<file path="config.mk">
export PLATFORM = sky130hd
export DESIGN_NAME = mc_ctrl_v2
export DESIGN_NICKNAME = d
export VERILOG_FILES = /design/src/rtl/mc_ctrl_pkg.sv /design/src/rtl/mc_ctrl_decode.sv /design/src/rtl/mc_ctrl_v2.sv
export SDC_FILE = /design/constraint.sdc
export NUM_CORES = 1
export LEC_CHECK = 0
export ABC_AREA = 1
export CAP_MARGIN = 0
export CORE_UTILIZATION = 49
export DETAILED_ROUTE_END_ITERATION = 7
export PLACE_DENSITY = 0.81
export SYNTH_ARGS = -nofsm -noshare
export SYNTH_HDL_FRONTEND = slang
export SYNTH_SLANG_ARGS = --single-unit
</file>
<file path="constraint.sdc">
create_clock -name clk -period 2.2 [get_ports clk]
set_input_delay 0.44 -clock clk [delete_from_list [all_inputs] [get_ports clk]]
set_output_delay 0.44 -clock clk [all_outputs]
set_load 0.03 [all_outputs]
</file>
<file path="src/rtl/mc_ctrl_pkg.sv">
// Shared types and encodings for the multi-cycle MIPS controller.
// MC_CTRL_MEM_WAIT_EN enables the memory wait-state handshake.
package mc_ctrl_pkg;

`ifdef MC_CTRL_MEM_WAIT_EN
  localparam bit MEM_WAIT_EN = 1'b1;
`else
  localparam bit MEM_WAIT_EN = 1'b0;
`endif

  typedef enum logic [4:0] {
    S_RESET, S_IF, S_ID, S_EX_LS, S_MEM_RD, S_WB_LS, S_MEM_ST, S_EX_R, S_WB_R,
    S_BEQ, S_BNE, S_J, S_JAL_WB, S_JR, S_EX_ADDI, S_EX_ANDI, S_EX_ORI,
    S_EX_SLTI, S_EX_LUI, S_WB_I, S_TRAP
  } state_e;

  localparam logic [5:0] OP_RTYPE = 6'b000000;
  localparam logic [5:0] OP_LW    = 6'b100011;
  localparam logic [5:0] OP_SW    = 6'b101011;
  localparam logic [5:0] OP_BEQ   = 6'b000100;
  localparam logic [5:0] OP_BNE   = 6'b000101;
  localparam logic [5:0] OP_J     = 6'b000010;
  localparam logic [5:0] OP_JAL   = 6'b000011;
  localparam logic [5:0] OP_ADDI  = 6'b001000;
  localparam logic [5:0] OP_ANDI  = 6'b001100;
  localparam logic [5:0] OP_ORI   = 6'b001101;
  localparam logic [5:0] OP_SLTI  = 6'b001010;
  localparam logic [5:0] OP_LUI   = 6'b001111;
  localparam logic [5:0] FN_JR    = 6'b001000;

  localparam logic [2:0] ALU_ADD = 3'b000, ALU_SUB = 3'b001, ALU_FUNCT = 3'b010,
                         ALU_OR  = 3'b011, ALU_AND = 3'b100, ALU_SLT   = 3'b101,
                         ALU_LUI = 3'b110;
  localparam logic [2:0] PC_ALU = 3'b000, PC_ALUOUT = 3'b001, PC_JUMP = 3'b010,
                         PC_REGA = 3'b011, PC_RSTV = 3'b100;
  localparam logic [1:0] RD_RT = 2'b00, RD_RD = 2'b01, RD_RA = 2'b10;
  localparam logic [1:0] M2R_ALU = 2'b00, M2R_MDR = 2'b01, M2R_PC = 2'b10;
  localparam logic [1:0] SRCB_B = 2'b00, SRCB_4 = 2'b01, SRCB_IMM = 2'b10, SRCB_SHIMM = 2'b11;

  typedef struct packed {
    logic [1:0] reg_dst;
    logic       reg_write;
    logic       alu_src_a;
    logic       i_or_d;
    logic       ir_write;
    logic       mem_read;
    logic       mem_write;
    logic       pc_write;
    logic [1:0] mem_to_reg;
    logic [1:0] pc_write_cond;
    logic [2:0] alu_op;
    logic [1:0] alu_src_b;
    logic [2:0] pc_source;
    logic       done;
  } ctrl_t;

endpackage

</file>
<file path="src/rtl/mc_ctrl_decode.sv">
// Moore output decode: state (plus mem_ready for wait-state gating) to datapath controls.
module mc_ctrl_decode
  import mc_ctrl_pkg::*;
(
  input  state_e state,
  input  logic   mem_ready,
  output ctrl_t  ctrl
);

  // Without wait states every access completes in its own cycle.
  logic ready;
  assign ready = mem_ready || !MEM_WAIT_EN;

  always_comb begin
    ctrl = '0;
    case (state)
      S_RESET:  begin ctrl.pc_write = 1'b1; ctrl.pc_source = PC_RSTV; end
      S_IF: begin
        ctrl.mem_read  = 1'b1;
        ctrl.ir_write  = ready;
        ctrl.pc_write  = ready;
        ctrl.alu_src_b = SRCB_4;
        ctrl.alu_op    = ALU_ADD;
      end
      S_ID:     ctrl.alu_src_b = SRCB_SHIMM;
      S_MEM_RD: begin ctrl.i_or_d = 1'b1; ctrl.mem_read = 1'b1; end
      S_WB_LS:  begin ctrl.reg_write = 1'b1; ctrl.mem_to_reg = M2R_MDR; ctrl.done = 1'b1; end
      S_MEM_ST: begin ctrl.i_or_d = 1'b1; ctrl.mem_write = 1'b1; ctrl.done = ready; end
      S_EX_R:   begin ctrl.alu_src_a = 1'b1; ctrl.alu_op = ALU_FUNCT; end
      S_WB_R:   begin ctrl.reg_dst = RD_RD; ctrl.reg_write = 1'b1; ctrl.done = 1'b1; end
      S_EX_ADDI, S_EX_ANDI, S_EX_ORI, S_EX_SLTI, S_EX_LUI: begin
        ctrl.alu_src_a = 1'b1;
        ctrl.alu_src_b = SRCB_IMM;
        case (state)
          S_EX_ANDI: ctrl.alu_op = ALU_AND;
          S_EX_ORI:  ctrl.alu_op = ALU_OR;
          S_EX_SLTI: ctrl.alu_op = ALU_SLT;
          S_EX_LUI:  ctrl.alu_op = ALU_LUI;
          default:   ctrl.alu_op = ALU_ADD;
        endcase
      end
      S_WB_I:   begin ctrl.reg_write = 1'b1; ctrl.reg_dst = RD_RT; ctrl.done = 1'b1; end
      S_BEQ, S_BNE: begin
        ctrl.alu_src_a     = 1'b1;
        ctrl.alu_op        = ALU_SUB;
        ctrl.pc_write_cond = (state == S_BEQ) ? 2'b01 : 2'b10;
        ctrl.pc_source     = PC_ALUOUT;
        ctrl.done          = 1'b1;
      end
      S_J:      begin ctrl.pc_write = 1'b1; ctrl.pc_source = PC_JUMP; ctrl.done = 1'b1; end
      S_JAL_WB: begin ctrl.reg_dst = RD_RA; ctrl.mem_to_reg = M2R_PC; ctrl.reg_write = 1'b1; end
      S_JR:     begin ctrl.pc_write = 1'b1; ctrl.pc_source = PC_REGA; ctrl.done = 1'b1; end
      default:  ctrl = '0;
    endcase
  end

endmodule

</file>
<file path="src/rtl/mc_ctrl_v2.sv">
// Multi-cycle MIPS controller: state register, dispatch, trap flag and retire counter.
// MC_CTRL_MEM_WAIT_EN makes IF/MEM_RD/MEM_ST wait for mem_ready.
module mc_ctrl_v2
  import mc_ctrl_pkg::*;
#(
  parameter int CNT_W = 32,
  parameter int OP_W  = 6
) (
  input  logic             clk,
  input  logic             rst,
  input  logic [OP_W-1:0]  OP,
  input  logic [OP_W-1:0]  funct,
  input  logic             mem_ready,
  output logic [1:0]       RegDst,
  output logic             RegWrite,
  output logic             ALUSrcA,
  output logic             IorD,
  output logic             IRWrite,
  output logic             MemRead,
  output logic             MemWrite,
  output logic             PCWrite,
  output logic [1:0]       MemtoReg,
  output logic [1:0]       PCWriteCond,
  output logic [2:0]       ALUOp,
  output logic [1:0]       ALUSrcB,
  output logic [2:0]       PCSource,
  output logic [4:0]       state,
  output logic             instr_done,
  output logic             illegal_op,
  output logic [CNT_W-1:0] retired
);

  state_e st, nxt;
  ctrl_t  ctrl;
  logic   hold;

  assign hold = MEM_WAIT_EN && !mem_ready;

  always_comb begin
    nxt = S_IF;
    case (st)
      S_IF:     nxt = hold ? S_IF : S_ID;
      S_ID: begin
        case (OP)
          OP_W'(OP_RTYPE): nxt = (funct == OP_W'(FN_JR)) ? S_JR : S_EX_R;
          OP_W'(OP_LW), OP_W'(OP_SW): nxt = S_EX_LS;
          OP_W'(OP_BEQ):   nxt = S_BEQ;
          OP_W'(OP_BNE):   nxt = S_BNE;
          OP_W'(OP_J):     nxt = S_J;
          OP_W'(OP_JAL):   nxt = S_JAL_WB;
          OP_W'(OP_ADDI):  nxt = S_EX_ADDI;
          OP_W'(OP_ANDI):  nxt = S_EX_ANDI;
          OP_W'(OP_ORI):   nxt = S_EX_ORI;
          OP_W'(OP_SLTI):  nxt = S_EX_SLTI;
          OP_W'(OP_LUI):   nxt = S_EX_LUI;
          default:         nxt = S_TRAP;
        endcase
      end
      S_EX_LS:  nxt = (OP == OP_W'(OP_LW)) ? S_MEM_RD : S_MEM_ST;
      S_MEM_RD: nxt = hold ? S_MEM_RD : S_WB_LS;
      S_MEM_ST: nxt = hold ? S_MEM_ST : S_IF;
      S_EX_R:   nxt = S_WB_R;
      S_EX_ADDI, S_EX_ANDI, S_EX_ORI, S_EX_SLTI, S_EX_LUI: nxt = S_WB_I;
      S_JAL_WB: nxt = S_J;
      S_TRAP:   nxt = S_TRAP;
      default:  nxt = S_IF;
    endcase
  end

  // Reset wins over everything, including a pending retire and the trap hold.
  always_ff @(posedge clk) begin
    if (!rst) begin
      st         <= S_RESET;
      illegal_op <= 1'b0;
      retired    <= '0;
    end else begin
      st <= nxt;
      if (nxt == S_TRAP) illegal_op <= 1'b1;
      if (ctrl.done)     retired    <= retired + CNT_W'(1);
    end
  end

  mc_ctrl_decode u_decode (
    .state     (st),
    .mem_ready (mem_ready),
    .ctrl      (ctrl)
  );

  assign state       = st;
  assign RegDst      = ctrl.reg_dst;
  assign RegWrite    = ctrl.reg_write;
  assign ALUSrcA     = ctrl.alu_src_a;
  assign IorD        = ctrl.i_or_d;
  assign IRWrite     = ctrl.ir_write;
  assign MemRead     = ctrl.mem_read;
  assign MemWrite    = ctrl.mem_write;
  assign PCWrite     = ctrl.pc_write;
  assign MemtoReg    = ctrl.mem_to_reg;
  assign PCWriteCond = ctrl.pc_write_cond;
  assign ALUOp       = ctrl.alu_op;
  assign ALUSrcB     = ctrl.alu_src_b;
  assign PCSource    = ctrl.pc_source;
  assign instr_done  = ctrl.done;

endmodule
</file>
# == Yosys cells after proc, flatten, opt, wreduce, memory -nomap -nowiden ==
# Index checks and enable logic that the tools add are counted.
# totals
in_bits,15
output_inout_bits,60
regBits,38
# classes
n_mux,20
reduce_logical,11
add_sub_neg,1
n_eq_ne,33
# op_table
operator,n
5-bit one-hot mux with 11 select lines,1
5-bit by 4-bit == test with 1-bit output (second input constant),8
5-bit one-hot mux with 8 select lines,1
6-bit by 4-bit == test with 1-bit output (second input constant),6
32-bit by 1-bit adder with 32-bit output (second input constant),1
5-bit == test (second input constant),6
3-bit one-hot mux with 4 select lines,2
5-bit by 3-bit == test with 1-bit output (second input constant),4
8-bit OR reduction,2
6-bit by 2-bit == test with 1-bit output (second input constant),2
6-bit by 3-bit == test with 1-bit output (second input constant),2
6-bit == test (second input constant),2
5-bit by 2-bit == test with 1-bit output (second input constant),2
3-bit one-hot mux with 3 select lines,1
1-bit two-way mux,8
2-bit one-hot mux with 2 select lines,2
2-bit OR reduction,4
4-bit OR reduction,2
6-bit logical NOT,1
2-bit two-way mux,3
2-bit one-hot mux with 3 select lines,1
5-bit by 1-bit == test with 1-bit output (second input constant),1
5-bit logical NOT,1
5-bit OR reduction,1
4-bit two-way mux,1

# == Longest topological paths before layout ==
# Gate-level depths: netlist of the first run.
# depth
ltp_word,5
mapped_depth,13
depth_no_buf,12

# == By module ==
# Synthesis of the first run repeated with hierarchy kept, for this count alone.
# unflattened
hier_cells,450
hier_area_um2,2743.9
# by_module_without_submodules
module,area_per_inst_um2,instances,seq_area_each_um2,cells_each
mc_ctrl_v2,2417.3,1,760.7,381
mc_ctrl_decode,326.6,1,0.0,69

# == Worst setup path before layout of the first run ==
# OpenSTA, ideal clock, no wires.
# synth_timing
path_kind,reg2out
start,"register st[3], in the netlist state[3]"
end,output ALUOp[0]
arrival_ns,2.110
slack_ns,-0.350
stages_incl_launch_ff,7
required_time_ns,1.760
cell_sequence,dfxtp_1 inv_2 nor2_2 nand2_2 nor3_1 nor2_1 o21ai_0
# synth_between
elab_chain_len,3
elab_cells_between_ends,12
cone_classes,eq/ne: 8; mux: 2; reduce/logical: 2
# synth_rtl
item,line,source
from (decl),mc_ctrl_v2.sv:33,"state_e st, nxt;"
from (signal assigned),mc_ctrl_v2.sv:77,st <= nxt;
"5-bit == test, or another cell as far along","mc_ctrl_decode.sv:16, mc_ctrl_decode.sv:34",
"3-bit one-hot mux with 4 select lines, or another cell as far along",mc_ctrl_decode.sv:34,case (state)
3-bit one-hot mux with 3 select lines *,mc_ctrl_decode.sv:16,case (state)
to (decl),mc_ctrl_v2.sv:24,"output logic [2:0] ALUOp,"
# Every way passes the cells marked *; elsewhere a longest branch is shown, timed or not.

# == Worst setup path after layout of the first run ==
# layout_timing
start,"register st[1], in the netlist state[1]"
end,output RegWrite
# layout_between
elab_chain_len,3
elab_cells_between_ends,6
cone_classes,eq/ne: 4; mux: 1; reduce/logical: 1
# layout_rtl
item,line,source
"5-bit by 3-bit == test with 1-bit output, or another cell as far along",mc_ctrl_decode.sv:16,
4-bit OR reduction (no line) *,n/a,
1-bit two-way mux *,mc_ctrl_decode.sv:16,
to (decl),mc_ctrl_v2.sv:15,"output logic RegWrite,"
# Marked as above.

==> metrics.csv, run 1 <==
metric;value;unit
outcome;complete, no violations;
ys_seq_area_share;28.0;%
tightest_slew;0.513;ns
crit_family;flip-flops;
pre_cts_ws;0.0427;ns
wirelength;7130;µm
crit_fanout;8;
hold_class;reg2reg;
hold_viol_final;0;
dp_hpwl;5500;µm
fin_ws;0.0904;ns
clk_pin_slew_worst_paths;0.07;ns
grt.overflow.total;0;
die_area;0.00585;mm²
ys_warn_count;0;
path_buf_inv;1;
htree_levels;2;
final_nets;532;
tritoncts;built;
maxCapViolCount;0;
power_density;718;mW/mm²
fillers;446;
period_share;95.9;%
worst_clock_skew;0.00378;ns
timing.setup.tns;0;ns
cp_slowest_cell;dfxtp_1;
vias;3101;
antenna_found_initial;0;
clkLatencyLatePin;0.30;ns
netlist_area;0.00272;mm²
p_leak;1.56;nW
seq_area;762;µm²
cts_buffers;5;
design_area;0.00360;mm²
drt_iter0_drc;228;
synth_cell_types;32;
fin_hold_ws;0.472;ns
reg2reg_from;state[1]$_SDFF_PN0_;
multi_input_area;0.00169;mm²
die_h;76.5;µm
crit_path_end_kind;output pin;
ys_ff_latch;38;
syn2layout_area_growth;32.2;%
worstHoldStart;illegal_op$_SDFFE_PN0N_;
critical_path_class;reg2out;
path_cells;nor2_1, nand2_1, o221ai_1, clkdlybuf4s15_1;
drc;0;
ant_nets;0;
viasPerCell;5.28;
cp-startpoint;state[1]$_SDFF_PN0_;
rsz0062_at_grt;no;
start_kind;flip-flop;
first_pass_iters;5;
syn_inst;439;
gp_congestion;0.881;
cts-root-buf;clkbuf_8;
final-setup-viol-count;0;
clk_path_buf_depth;2;
start_util;51.9;%
final_common_cell;nand2_1;
grt_usage;24.9;%
slew_headroom;65.8;%
crit_arrival;1.67;ns
required;1.76;ns
grt_pass1_vias;2711;
die_width;76.5;µm
core;0.00524;mm²
slowest_delay;0.39;ns
fmax;474;MHz
place_area;0.00354;mm²
min_period;2.11;ns
io_buffer_count;73;
diodes;0;
peakVddDrop;0.000607;V
ios;75;
syn_area_per_cell;6.20;µm²
layout_common_cells;106 x nand2_1, 64 x nor2_1, 51 x clkdlybuf4s50_1;
wire_per_inst;12.1;µm
grt_pass1_wl;12000;µm
cts_sinks;38;
finalMaxSlewViolations;0;
synth_fp_nets;455;
layout.cells.non_filler;587;
drive_above_1_share;12.2;%
grt_max_degree;29;
row_count;26;
place_inst;579;
## cell usage after synthesis
cell type	count	share of area, %
nand2_1	106	15
nor3_4	3	1.8
o221ai_1	2	0.64
o21ai_0	8	1.5
nand3_2	3	1.1
nor2_1	65	9.0
xor2_1	8	2.6
buf_4	3	0.83
buf_6	2	0.83
buf_2	4	0.74
a211oi_1	1	0.28
nor3_1	18	3.3
a31oi_1	2	0.46
nor3b_1	1	0.28
nor4_4	1	0.78
inv_1	44	6.1
nand3_1	38	7.0
nor2_4	2	0.83
o21ai_2	1	0.32
xnor2_1	7	2.3
nand4_1	14	3.2
nor3_2	5	1.8
nand2_2	3	0.69
nor2_2	6	1.4
dfxtp_1	38	28
o21a_1	2	0.55
ha_1	1	0.46
or2_2	1	0.23
o21ai_1	2	0.37
inv_2	12	1.7
a21oi_1	33	6.1
clkbuf_1	3	0.41
## cell type report
class | instances | share of cell area (%)
clock buffer | 7 | 2.40
multi-input combinational | 333 | 46.9
tap | 70 | 2.44
timing repair buffer | 82 | 21.1
inverter | 56 | 5.85
sequential | 38 | 21.2
clock inverter | 1 | 0.139
## state kept, by name (all words and copies together) (netlist names)
register    count
state           5
illegal_op      1
retired        32
## through the flow
| step | util [%] | power (mW) |
|---|---|---|
| after CTS | 68.9 | 2.59 |
| final | 68.7 | 2.58 |
| after detailed placement | 67.5 | 2.16 |
| after global routing | 68.7 | 2.73 |
| after global placement | 67.5 | 2.15 |
| after floorplan | - | 1.71 |
## report_power, final
group          leakage, nW  total [mW]  switching [mW]  internal (mW)
clock               0.0482       0.501           0.248          0.253
combinational         1.21        1.28           0.863          0.415
sequential           0.307       0.803          0.0708          0.733
## final timing paths
path | endpoint | slack [ns] | cells past startpoint
worst min register to register | illegal_op$_SDFFE_PN0N_ | 0.47 | 2
worst max register to register | retired[13]$_SDFFE_PN0P_ | 0.21 | 11
worst max-delay path | RegWrite | 0.09 | 4
worst min-delay path | illegal_op$_SDFFE_PN0N_ | 0.47 | 2
## layer usage
metal | share of wire, % | routed length, µm | vias up | global-route usage [%]
met3 | 6.6 | 470 | 10 | 3.83
met4 | 1.2 | 85 | 0 | 9.04
met1 | 48 | 3440 | 1388 | 35.0
li1 | - | - | 1581 | -
met2 | 44 | 3130 | 122 | 38.4
met5 | 0 | 0 | - | 0
## worst register-to-register path: stages (launching register included)
cell	delay (ns)
dfxtp_1	0.47
nand2_1	0.14
nor2_2	0.14
nand2_2	0.09
o21ai_2	0.09
nor2_4	0.05
buf_4	0.22
nor2_2	0.20
nand2_1	0.12
nor2_1	0.15
a21oi_1	0.09
o21a_1	0.12
## cell families after synthesis
| group | share of synthesized area, % |
|---|---|
| compound gates | 10.2 |
| simple gates | 46.0 |
| xor+xnor | 4.83 |
| buf+inv | 10.5 |
| fa+ha+maj | 0.460 |
| flops | 28.0 |
## repair_timing
| item | 4_1_cts | 5_1_grt |
|---|---|---|
| pin swaps | 0 | 0 |
| endpoints found under the setup margin | 19 | 9 |
| gates cloned | 0 | 0 |
| hold buffers | 0 | 0 |
| setup buffers | 0 | 0 |
| gates resized for setup | 22 | 13 |
No activity file was read; power rests on OpenSTA's default activity.
==> run 2, diff against run 1 <==
--- a/config.mk
+++ b/config.mk
@@ -7,9 +7,8 @@
 export LEC_CHECK = 0
 export ABC_AREA = 1
 export CAP_MARGIN = 0
-export CORE_UTILIZATION = 49
+export CORE_UTILIZATION = 25
 export DETAILED_ROUTE_END_ITERATION = 7
-export PLACE_DENSITY = 0.81
 export SYNTH_ARGS = -nofsm -noshare
 export SYNTH_HDL_FRONTEND = slang
 export SYNTH_SLANG_ARGS = --single-unit
==> run 2 against run 1 <==
Net effect:
- utilization is 33 points lower
- sequential share of layout area is 0.50 points lower
- clock skew is 0.0021 ns higher
- cell area is 2.4% higher
- wire length is 10% higher
- global-route usage is 11 points lower
- non-clock buffer count is 3 higher
- via count is 2.3% lower
- clock-buffer cell count is 2 lower
- largest cell class unchanged
- critical path depth is 1 higher
- worst setup slack better by 0.012 ns
==> metrics.csv, run 2 (same netlist as run 1, synthesis figures left out) <==
metric;value;unit
tightest_slew;0.501;ns
die_width;106;µm
largest_reg_flops;32;
final_common_cell;nand2_1;
crit_path_end_kind;output pin;
p_leak;1.57;nW
min_period;2.10;ns
period_share;95.4;%
slew_headroom;66.6;%
ctsHoldBuffers;0;
crit_arrival;1.66;ns
crit_fanout;7;
die_area;0.0113;mm²
hold_viol_final;0;
wire_per_inst;12.0;µm
viasPerCell;4.62;
worst_clock_skew;0.00590;ns
p_sw;1.21;mW
gp_congestion;0.867;
largest_register;retired;
drc;0;
reg2reg_depth;10;
cts_buffers;5;
p_sw_share;46.6;%
required;1.76;ns
grt_usage;14.4;%
rrSetupSlack;0.25;ns
peakVddDrop;0.000426;V
fin_hold_ws;0.479;ns
cts_sinks;38;
grt_pass1_wl;13500;µm
grt_pass1_vias;2825;
clkLatencyLatePin;0.29;ns
io_buffer_count;73;
final_nets;535;
place_inst;648;
clk_pin_slew_worst_paths;0.07;ns
htree_levels;2;
grt_max_degree;29;
row_count;37;
fin_ws;0.102;ns
drive_above_1_share;13.5;%
timing.setup.tns;0;ns
hold_path_end;illegal_op$_SDFFE_PN0N_;
reg2reg_from;state[1]$_SDFF_PN0_;
syn2layout_area_growth;35.4;%
rsz0062_at_grt;no;
intPower;1.39;mW
critical_path_class;reg2out;
diodes;0;
ant_nets;0;
vias;3029;
p_seq_share;31.4;%
fmax;477;MHz
pre_cts_ws;0.0250;ns
antenna_found_initial;0;
start_util;26.1;%
final-setup-viol-count;0;
clkPwrFrac;17.7;%
grt.overflow.total;0;
outcome;complete, no violations;
core;0.0104;mm²
power_density;705;mW/mm²
start_kind;flip-flop;
first_pass_iters;4;
worstHoldStart;illegal_op$_SDFFE_PN0N_;
die_h;106;µm
place_area;0.00364;mm²
clk_path_buf_depth;2;
final_util;35.4;%
ios;75;
power.total;2.60;mW
maxCapViolCount;0;
design_area;0.00368;mm²
r2r_end;retired[13]$_SDFFE_PN0P_;
drt_iter0_drc;151;
pwr-share-comb;50.9;%
cts-root-buf;clkbuf_8;
whs_path_depth;2;
layout.cells.non_filler;655;
finalMaxSlewViolations;0;
wirelength;7840;µm
layout_common_cells;106 x nand2_1, 63 x nor2_1, 51 x clkdlybuf4s50_1;
hold_class;reg2reg;
tritoncts;built;
dp_hpwl;6210;µm
## run 2: changes by cell type in the layout (fill, tap and decap cells not counted), sizes merged
cell and delta:
buf +5, clkbuf -1, clkdlybuf4s15 -1, clkinv +1, dlygate4sd2 -2
## run 2: how the worst max path moves through the flow
stage                                    from    endpoint  slack, ns  cells past startpoint
after detailed placement  state[0]$_SDFF_PN0_    ALUOp[2]       0.02                      5
final                     state[1]$_SDFF_PN0_    ALUOp[2]       0.10                      5
after global routing      state[1]$_SDFF_PN0_    ALUOp[2]      0.005                      5
after global placement    state[0]$_SDFF_PN0_    ALUOp[2]       0.02                      5
after CTS                 state[3]$_SDFF_PN0_  ALUSrcB[1]       0.03                      7
after floorplan           state[3]$_SDFF_PN0_    ALUOp[0]       0.08                      6
## run 2: metal layers
layer  track usage [%]  wire length, µm  vias up
met3              2.15              338        8
met4              2.98               82        0
met2              23.7             3550       76
met5                 0                0        -
met1              19.9             3870     1364
li1                  -                -     1581
## run 2: repair_timing
action,4_1_cts,5_1_grt
setup buffers,0,0
endpoints found under the setup margin,17,9
resized for setup,18,15
## run 2: power groups by stage
| stage | Clock (mW) | Sequential [mW] | Combinational, mW |
|---|---|---|---|
| 6_report | 0.459 | 0.817 | 1.32 |
| 5_1_grt | 0.503 | 0.826 | 1.44 |
| 4_1_cts | 0.471 | 0.813 | 1.33 |
| 3_5_place_dp | 0 | 0.825 | 1.39 |
| 3_3_place_gp | 0 | 0.828 | 1.38 |
| 2_1_floorplan | 0 | 0.872 | 0.834 |
## run 2: area by class of cell
type | instances | area (µm²)
Clock inverter | 2 | 10.0
Clock buffer | 5 | 68.8
Tap cell | 136 | 170
Sequential cell | 38 | 762
Timing Repair Buffer | 85 | 773
Inverter | 56 | 210
Multi-Input combinational cell | 333 | 1690
Fill cell | 1140 | 6730
## run 2: worst max-delay path, stage by stage (launching register included)
cell,delay (ns)
dfxtp_1,0.47
nand2_1,0.12
nor2_1,0.22
nand2_1,0.07
o21ai_0,0.10
clkdlybuf4s15_1,0.40
==> run 3, diff against run 2 <==
--- a/config.mk
+++ b/config.mk
@@ -6,7 +6,7 @@
 export NUM_CORES = 1
 export LEC_CHECK = 0
 export ABC_AREA = 1
-export CAP_MARGIN = 0
+export CAP_MARGIN = 10
 export CORE_UTILIZATION = 25
 export DETAILED_ROUTE_END_ITERATION = 7
 export SYNTH_ARGS = -nofsm -noshare
==> results of run 3 <==
Same layout as run 2: the final DEF is identical, and so are final timing and power.
